===== src/rtl/jogo_pkg.sv =====
// Shared game definitions: guess FSM states and default game dimensions.
`default_nettype none

package jogo_pkg;

    localparam int W_PADRAO              = 6;
    localparam int MAX_TENTATIVAS_PADRAO = 10;

    typedef enum logic [1:0] {
        S_IDLE     = 2'd0,
        S_OFFER    = 2'd1,
        S_WAIT_REL = 2'd2,
        S_LOCKED   = 2'd3
    } estado_t;

endpackage

`default_nettype wire


===== src/rtl/debounce_botao.sv =====
// Two-flop synchroniser, debouncer and press-edge detector for an active-low push-button.
`default_nettype none

module debounce_botao #(
    parameter int DEBOUNCE_CYCLES = 1000000
) (
    input  logic clk,
    input  logic rst_n,
    input  logic i_botao_n,
    output logic o_pressionado,
    output logic o_press_pulse
);

    localparam int              CNTW     = $clog2(DEBOUNCE_CYCLES + 1);
    localparam logic [CNTW-1:0] C_ULTIMO = CNTW'(DEBOUNCE_CYCLES - 1);

    logic            r_sync1;
    logic            r_sync2;
    logic            r_nivel_n;
    logic [CNTW-1:0] r_cnt;
    logic            r_pulse;

    // The level flips on the DEBOUNCE_CYCLES-th consecutive differing sample,
    // so the counter only ever needs to reach DEBOUNCE_CYCLES-1.
    always_ff @(posedge clk or negedge rst_n) begin
        if (!rst_n) begin
            r_sync1   <= 1'b1;
            r_sync2   <= 1'b1;
            r_nivel_n <= 1'b1;
            r_cnt     <= '0;
            r_pulse   <= 1'b0;
        end else begin
            r_sync1 <= i_botao_n;
            r_sync2 <= r_sync1;
            r_pulse <= 1'b0;
            if (r_sync2 == r_nivel_n) begin
                r_cnt <= '0;
            end else if (r_cnt == C_ULTIMO) begin
                r_cnt     <= '0;
                r_nivel_n <= r_sync2;
                r_pulse   <= ~r_sync2;
            end else begin
                r_cnt <= r_cnt + 1'b1;
            end
        end
    end

    assign o_pressionado = ~r_nivel_n;
    assign o_press_pulse = r_pulse;

endmodule

`default_nettype wire


===== src/rtl/captura_tentativa.sv =====
// Captures the switch guess on each debounced ENTER press and offers it over valid/ready,
// counting accepted guesses and locking out once the per-game limit is reached.
`default_nettype none

module captura_tentativa
    import jogo_pkg::*;
#(
    parameter int W               = W_PADRAO,
    parameter int DEBOUNCE_CYCLES = 1000000,
    parameter int MAX_TENTATIVAS  = MAX_TENTATIVAS_PADRAO,
    localparam int CW             = $clog2(MAX_TENTATIVAS + 1)
) (
    input  logic          clk,
    input  logic          rst_n,
    input  logic          key_enter_n,
    input  logic [W-1:0]  sw_tentativa,
    input  logic          novo_jogo,
    output logic [W-1:0]  tentativa,
    output logic          tentativa_valid,
    input  logic          tentativa_ready,
    output logic [CW-1:0] num_tentativas,
    output logic          esgotou
);

    localparam logic [CW-1:0] C_MAX = CW'(MAX_TENTATIVAS);

    logic w_pressionado;
    logic w_press_pulse;

    debounce_botao #(
        .DEBOUNCE_CYCLES(DEBOUNCE_CYCLES)
    ) u_debounce (
        .clk           (clk),
        .rst_n         (rst_n),
        .i_botao_n     (key_enter_n),
        .o_pressionado (w_pressionado),
        .o_press_pulse (w_press_pulse)
    );

    estado_t         r_estado;
    logic [W-1:0]    r_tentativa;
    logic            r_valid;
    logic [CW-1:0]   r_num;
    logic            r_esgotou;

    estado_t         w_estado_prox;
    logic [W-1:0]    w_tentativa_prox;
    logic            w_valid_prox;
    logic [CW-1:0]   w_num_prox;
    logic            w_esgotou_prox;
    logic [CW-1:0]   w_num_inc;

    assign w_num_inc = r_num + 1'b1;

    always_ff @(posedge clk or negedge rst_n) begin
        if (!rst_n) begin
            r_estado    <= S_IDLE;
            r_tentativa <= '0;
            r_valid     <= 1'b0;
            r_num       <= '0;
            r_esgotou   <= 1'b0;
        end else begin
            r_estado    <= w_estado_prox;
            r_tentativa <= w_tentativa_prox;
            r_valid     <= w_valid_prox;
            r_num       <= w_num_prox;
            r_esgotou   <= w_esgotou_prox;
        end
    end

    always_comb begin
        w_estado_prox    = r_estado;
        w_tentativa_prox = r_tentativa;
        w_valid_prox     = r_valid;
        w_num_prox       = r_num;
        w_esgotou_prox   = r_esgotou;

        // A new game overrides everything, including a transfer in this same cycle.
        if (novo_jogo) begin
            w_valid_prox   = 1'b0;
            w_num_prox     = '0;
            w_esgotou_prox = 1'b0;
            w_estado_prox  = w_pressionado ? S_WAIT_REL : S_IDLE;
        end else begin
            case (r_estado)
                S_IDLE: begin
                    if (w_press_pulse) begin
                        w_tentativa_prox = sw_tentativa;
                        w_valid_prox     = 1'b1;
                        w_estado_prox    = S_OFFER;
                    end
                end
                S_OFFER: begin
                    if (r_valid && tentativa_ready) begin
                        w_valid_prox = 1'b0;
                        w_num_prox   = w_num_inc;
                        if (w_num_inc == C_MAX) begin
                            w_esgotou_prox = 1'b1;
                            w_estado_prox  = S_LOCKED;
                        end else if (w_pressionado) begin
                            w_estado_prox = S_WAIT_REL;
                        end else begin
                            w_estado_prox = S_IDLE;
                        end
                    end
                end
                S_WAIT_REL: begin
                    if (!w_pressionado) begin
                        w_estado_prox = S_IDLE;
                    end
                end
                S_LOCKED: begin
                    w_valid_prox = 1'b0;
                end
                default: begin
                    w_estado_prox = S_IDLE;
                    w_valid_prox  = 1'b0;
                end
            endcase
        end
    end

    assign tentativa       = r_tentativa;
    assign tentativa_valid = r_valid;
    assign num_tentativas  = r_num;
    assign esgotou         = r_esgotou;

endmodule

`default_nettype wire


===== config.mk =====
export PLATFORM = sky130hd
export DESIGN_NAME = captura_tentativa
export DESIGN_NICKNAME = d
export VERILOG_FILES = /design/src/rtl/jogo_pkg.sv /design/src/rtl/debounce_botao.sv /design/src/rtl/captura_tentativa.sv
export SDC_FILE = /design/constraint.sdc
export NUM_CORES = 1
export LEC_CHECK = 0
export ABC_AREA = 1
export CORE_ASPECT_RATIO = 1.75
export CORE_MARGIN = 5
export CORE_UTILIZATION = 40
export DETAILED_ROUTE_END_ITERATION = 10
export GPL_ROUTABILITY_DRIVEN = 0
export GPL_TIMING_DRIVEN = 0
export PLACE_DENSITY = 0.66
export SLEW_MARGIN = 0
export SYNTH_ARGS = -nofsm -noshare
export SYNTH_HDL_FRONTEND = slang
export SYNTH_SLANG_ARGS = --single-unit

===== constraint.sdc =====
create_clock -name clk -period 1.85 [get_ports clk]
set_input_delay 0.185 -clock clk [delete_from_list [all_inputs] [get_ports clk]]
set_output_delay 0.185 -clock clk [all_outputs]
set_load 0.005 [all_outputs]

### Word level (Yosys, flattened, before mapping)

Cells that the tools add are included.

* output and inout port bits: 12
* bits of input ports: 11
* bits in registers: 38
* logic and storage cells: 59

* bitwise logic cells: 3
* $add $sub $neg: 2
* equality and inequality tests: 9
* reduce and logical (&&, ||, !) cells: 13
* mux-type cells: 22

Operators with widths (number)
* $mux 20: 2
* $add 20x1->20 const B: 1
* $eq 20x20->1 const B: 1
* $mux 2: 6
* $mux 4: 3
* $mux 1: 9
* $reduce_and 3->1: 3
* $reduce_bool 4->1: 2
* $ne 3x2->1 const B: 2
* $pmux 2 s3: 1
* $reduce_bool 2->1: 3
* $add 4x1->4 const B: 1
* $eq 2x2->1 const B: 2
* $eq 4x4->1 const B: 1
* $reduce_and 2->1: 2
* $reduce_and 4->1: 1
* $ne 3x3->1 const B: 1
* $not 1->1: 3
* $pmux 1 s3: 1
* $eq 2x1->1 const B: 1
* $logic_not 2->1: 1
* $eq 1x1->1: 1
* $logic_and 1x1->1: 1

### Longest topological paths before layout

* depth in word-level cells: 6
* depth in mapped cells: 9
* mapped depth without buffers: 9

### Hierarchy

From an unflattened synthesis, not the netlist that was laid out.

* cell total of the unflattened synthesis: 255
* area, all modules: 2095.8 um^2

By module, submodules not included
* debounce_botao: area each 1317.5 um^2, seq. area each 604.3 um^2, cells each 164, instances 1
* captura_tentativa: area each 778.2 um^2, seq. area each 350.3 um^2, cells each 91, instances 1

### Least setup slack after synthesis

OpenSTA, ideal clock, no wires.

* kind: reg2reg
* start point: register u_debounce.r_cnt[0]
* end point: register u_debounce.r_cnt[19]
* path slack: 0.502 ns
* setup time: 0.118 ns
* cell stages (with the launch flop): 9
* clock period less this slack: 1.348 ns
* buffers on the path: 0
* arrival time: 1.230 ns
* data required time: 1.732 ns
* cell sequence: dfrtp_1 ha_1 inv_1 nor3_4 nand3_4 nand2_4 inv_2 nand2_1 nor2_2

* cells in the longest elaborated chain, start to end: 3
* elaborated cells between the ends (all ways): 4
* classes of those cells: add/sub (1); eq/ne (1); mux (2)

RTL lines
* start, declared: line debounce_botao.sv:20 `logic [CNTW-1:0] r_cnt;`
* start signal, assigned: line debounce_botao.sv:43 `r_cnt <= r_cnt + 1'b1;`
* $add 20x1->20 or $eq 20x20->1 (tied branches): line debounce_botao.sv:43, debounce_botao.sv:38
* $mux 20 *: line debounce_botao.sv:38 `end else if (r_cnt == C_ULTIMO) begin`
* $mux 20 *: line debounce_botao.sv:36 `if (r_sync2 == r_nivel_n) begin`

Every way passes the cells marked *; elsewhere a longest branch is shown, timed or not.
A chain may end at the register's enable or synchronous reset.

### Worst setup path after layout

Same ends and word-level chain as after synthesis.

==> results.sh <==
export IMPL_outcome="finished with violations"
export IMPL_violations="hold timing"
export IMPL_dr_pass1_iters=4
export IMPL_synth_distinct_cells=30
export IMPL_critPathKind="flip-flop to flip-flop"
export IMPL_maxCapViolations=0
export IMPL_p_per_area_mw_per_mm2=785
export IMPL_wire_per_inst_um=12.2
export IMPL_cts_hold_buf=0
export IMPL_numCtsBuffers=5
export IMPL_cts_sinks=38
export IMPL_clockRootBuffer="clkbuf_8"
export IMPL_avgSynthCellArea_um2=8.35
export IMPL_multiInputGateArea_um2=982
export IMPL_stdcell_count=329
export IMPL_slew_headroom=0.436
export IMPL_hold_class="primary input to async pin"
export IMPL_clkLatencyLatePin_ps=290
export IMPL_tightestPinTransition_ps=846
export IMPL_yosysTopAreaCell="dfrtp_1"
export IMPL_wl_met3_um=126
export IMPL_syn2layout_area_growth_pct=18.3
export IMPL_fmax_mhz=654
export IMPL_diodes=0
export IMPL_required_ps=2040
export IMPL_detail_route_antenna_nets=0
export IMPL_finClkSkew_ps=9.04
export IMPL_setup_worst_path_start_class="flip-flop"
export IMPL_final_cell_mix="53 x nand2_1, 45 x nor2_1, 35 x dfrtp_1, 25 x inv_1, 21 x clkdlybuf4s50_1"
export IMPL_grt_ovfl_total=0
export IMPL_swShare=0.288
export IMPL_antenna_found_initial=0
export IMPL_p_int_mw=1.35
export IMPL_p_switching_mw=0.547
export IMPL_path_delay_family="simple AND/OR/NAND/NOR gates"
export IMPL_ff2ff_path_depth=8
export IMPL_die_w_um=64.1
export IMPL_pwr_share_seq=0.490
export IMPL_cts_resized=0
export IMPL_critPathMaxFanout=8
export IMPL_seq_area_um2=955
export IMPL_cts_buffer_depth=2
export IMPL_ir_worst_vdd_mv=0.497
export IMPL_slew_viol_final=0
export IMPL_dpl_cell_count=321
export IMPL_die_area_mm2=0.00670
export IMPL_port_buffers=22
export IMPL_cts_max_level=2
export IMPL_post_drt_via_cell_ratio=4.91
export IMPL_ys_ff_latch=38
export IMPL_end_kind="flip-flop"
export IMPL_met1_length_mm=1.48
export IMPL_syn_num_nets=263
export IMPL_topRoutingLayerUsed="met4"
export IMPL_final_common_cell="nand2_1"
export IMPL_ys_warnings_count=0
export IMPL_clkTransAtPathRegs_ps=80
export IMPL_timing_hold_ws_ps=-3.98
export IMPL_power_total_mw=1.90
export IMPL_wirelength_mm=4.01
export IMPL_synthTopCellsByArea="dfrtp_1 43%, nand2_1 9.7%, nor2_1 8.3%, inv_1 4.6%, nand3_1 4.4%"
export IMPL_nFillCells=485
export IMPL_rows=34
export IMPL_grt_usage=0.129
export IMPL_route_detailed_drc=0
export IMPL_syn_inst=245
export IMPL_yosysSeqAreaShare=0.467
export IMPL_cp_slowest_stage_delay_ps=380
export IMPL_slowest_stage="dfrtp_1"
export IMPL_dieHeight_um=105
export IMPL_grt_pass1_wl_mm=6.89
export IMPL_path_depth=8
export IMPL_path_cells="ha_1 > inv_1 > nor3_4 > nand3_4 > nand2_4 > inv_2 > nand2_1 > nor2_2"
export IMPL_crit_arrival_ps=1720
export IMPL_rsz0062_at_grt="no"
export IMPL_fin_crit_ps=1530
export IMPL_vias=1616
export IMPL_grt_pass1_vias=1567
export IMPL_syn_area_mm2=0.00205
export IMPL_cts_tree="yes"
export IMPL_start_util=0.411
export IMPL_dp_hpwl_mm=3.07
export IMPL_drt_initial_drc_count=53
export IMPL_synth_top_area_share=0.428
export IMPL_ios=23
export IMPL_drive_gt1_frac=0.116
export IMPL_core_area_mm2=0.00498
export IMPL_power_frac_clock=0.309
export IMPL_finalSetupViolations=0
export IMPL_finalCritPeriodShare=0.827
export IMPL_p_leak_nw=1.09
export IMPL_final_nets=292
export IMPL_cts_setup_buffers=0
export IMPL_p_comb_frac=0.200
export IMPL_grt_max_degree=39
export IMPL_critPathBufInv=2
export IMPL_finalHoldViolations=9
export IMPL_met2WireLength_mm=2.29
-- stage by stage --
stage	utilization	setup TNS, ps	worst slack (ps)	hold slack (ps)	cell area, um^2
3_5_place_dp	0.468	0	66.2	346	2330
2_1_floorplan	-	0	502	-111	2050
5_1_grt	0.486	0	129	74.6	2420
3_3_place_gp	0.469	-12030	-346	353	2330
6_report	0.486	0	320	-3.98	2420
4_1_cts	0.486	0	293	25.7	2420
-- routing by layer --
metal / vias to the layer above / track usage
li1: 829 / -
met1: 759 / 0.128
met2: 19 / 0.240
met3: 9 / 0.0269
met4: 0 / 0.0654
met5: - / 0
-- cell families after synthesis --
group                    Yosys count  synth area share
flip-flops                        38             0.467
XOR/XNOR                          13            0.0557
AO/OA/AOI/OAI                     11            0.0300
AND/OR/NAND/NOR                  141             0.319
multiplexers                       6            0.0330
adder cells (fa/ha/maj)            7            0.0428
buffers and inverters             29            0.0532
-- path summary, 6_finish.rpt --
kind / endpoint / start / slack [ps]
setup / recovery: u_debounce.r_cnt[19] / u_debounce.r_cnt[0] / 320
hold / removal: esgotou / rst_n / -4
setup reg to reg: u_debounce.r_cnt[19] / u_debounce.r_cnt[0] / 320
hold reg to reg: u_debounce.r_sync2 / u_debounce.r_sync1 / 360
max in group asynchronous: tentativa[4] / rst_n / 1330
min in group clk: u_debounce.r_sync1 / key_enter_n / 300
-- Yosys cell counts --
library cell	number
clkbuf_1	1
nand3b_1	3
xor2_1	8
nor2_2	4
dfrtp_1	35
mux2_2	6
inv_2	1
a21oi_1	3
nand4_1	4
nand2_2	4
nor2_1	45
o22ai_1	1
nor3_1	3
o21ai_0	5
xnor2_1	5
nand3_4	1
nor3_4	1
inv_1	25
or2_2	1
nor2_4	1
ha_1	7
o31ai_1	1
nand3b_2	1
nand2_1	53
nor3b_1	1
nand2_4	1
nand3_1	18
dfstp_2	3
clkinv_1	2
o21bai_1	1
-- power by group through the flow --
stage / logic, mW / clock network (mW) / registers (mW)
finish: 0.381 / 0.588 / 0.931
global route: 0.441 / 0.643 / 0.942
CTS: 0.384 / 0.608 / 0.932
detailed placement: 0.382 / 0 / 0.949
global placement: 0.377 / 0 / 0.947
floorplan: 0.252 / 0 / 0.938
-- flip-flops by register name, indices dropped and copies added, names as in the netlist, 2 cells and up --
register and cells:
r_estado 2, num_tentativas 4, tentativa 6, u_debounce.r_cnt 20
-- cell type report --
type                            instances  share of cell area
Sequential cell                        38               0.395
Tap cell                               54              0.0279
Clock buffer                            7              0.0357
Multi-Input combinational cell        178               0.406
Clock inverter                          1             0.00207
Inverter                               28              0.0434
Buffer                                  1             0.00155
Timing Repair Buffer                   22              0.0889
(Power assumes the default switching activity.)
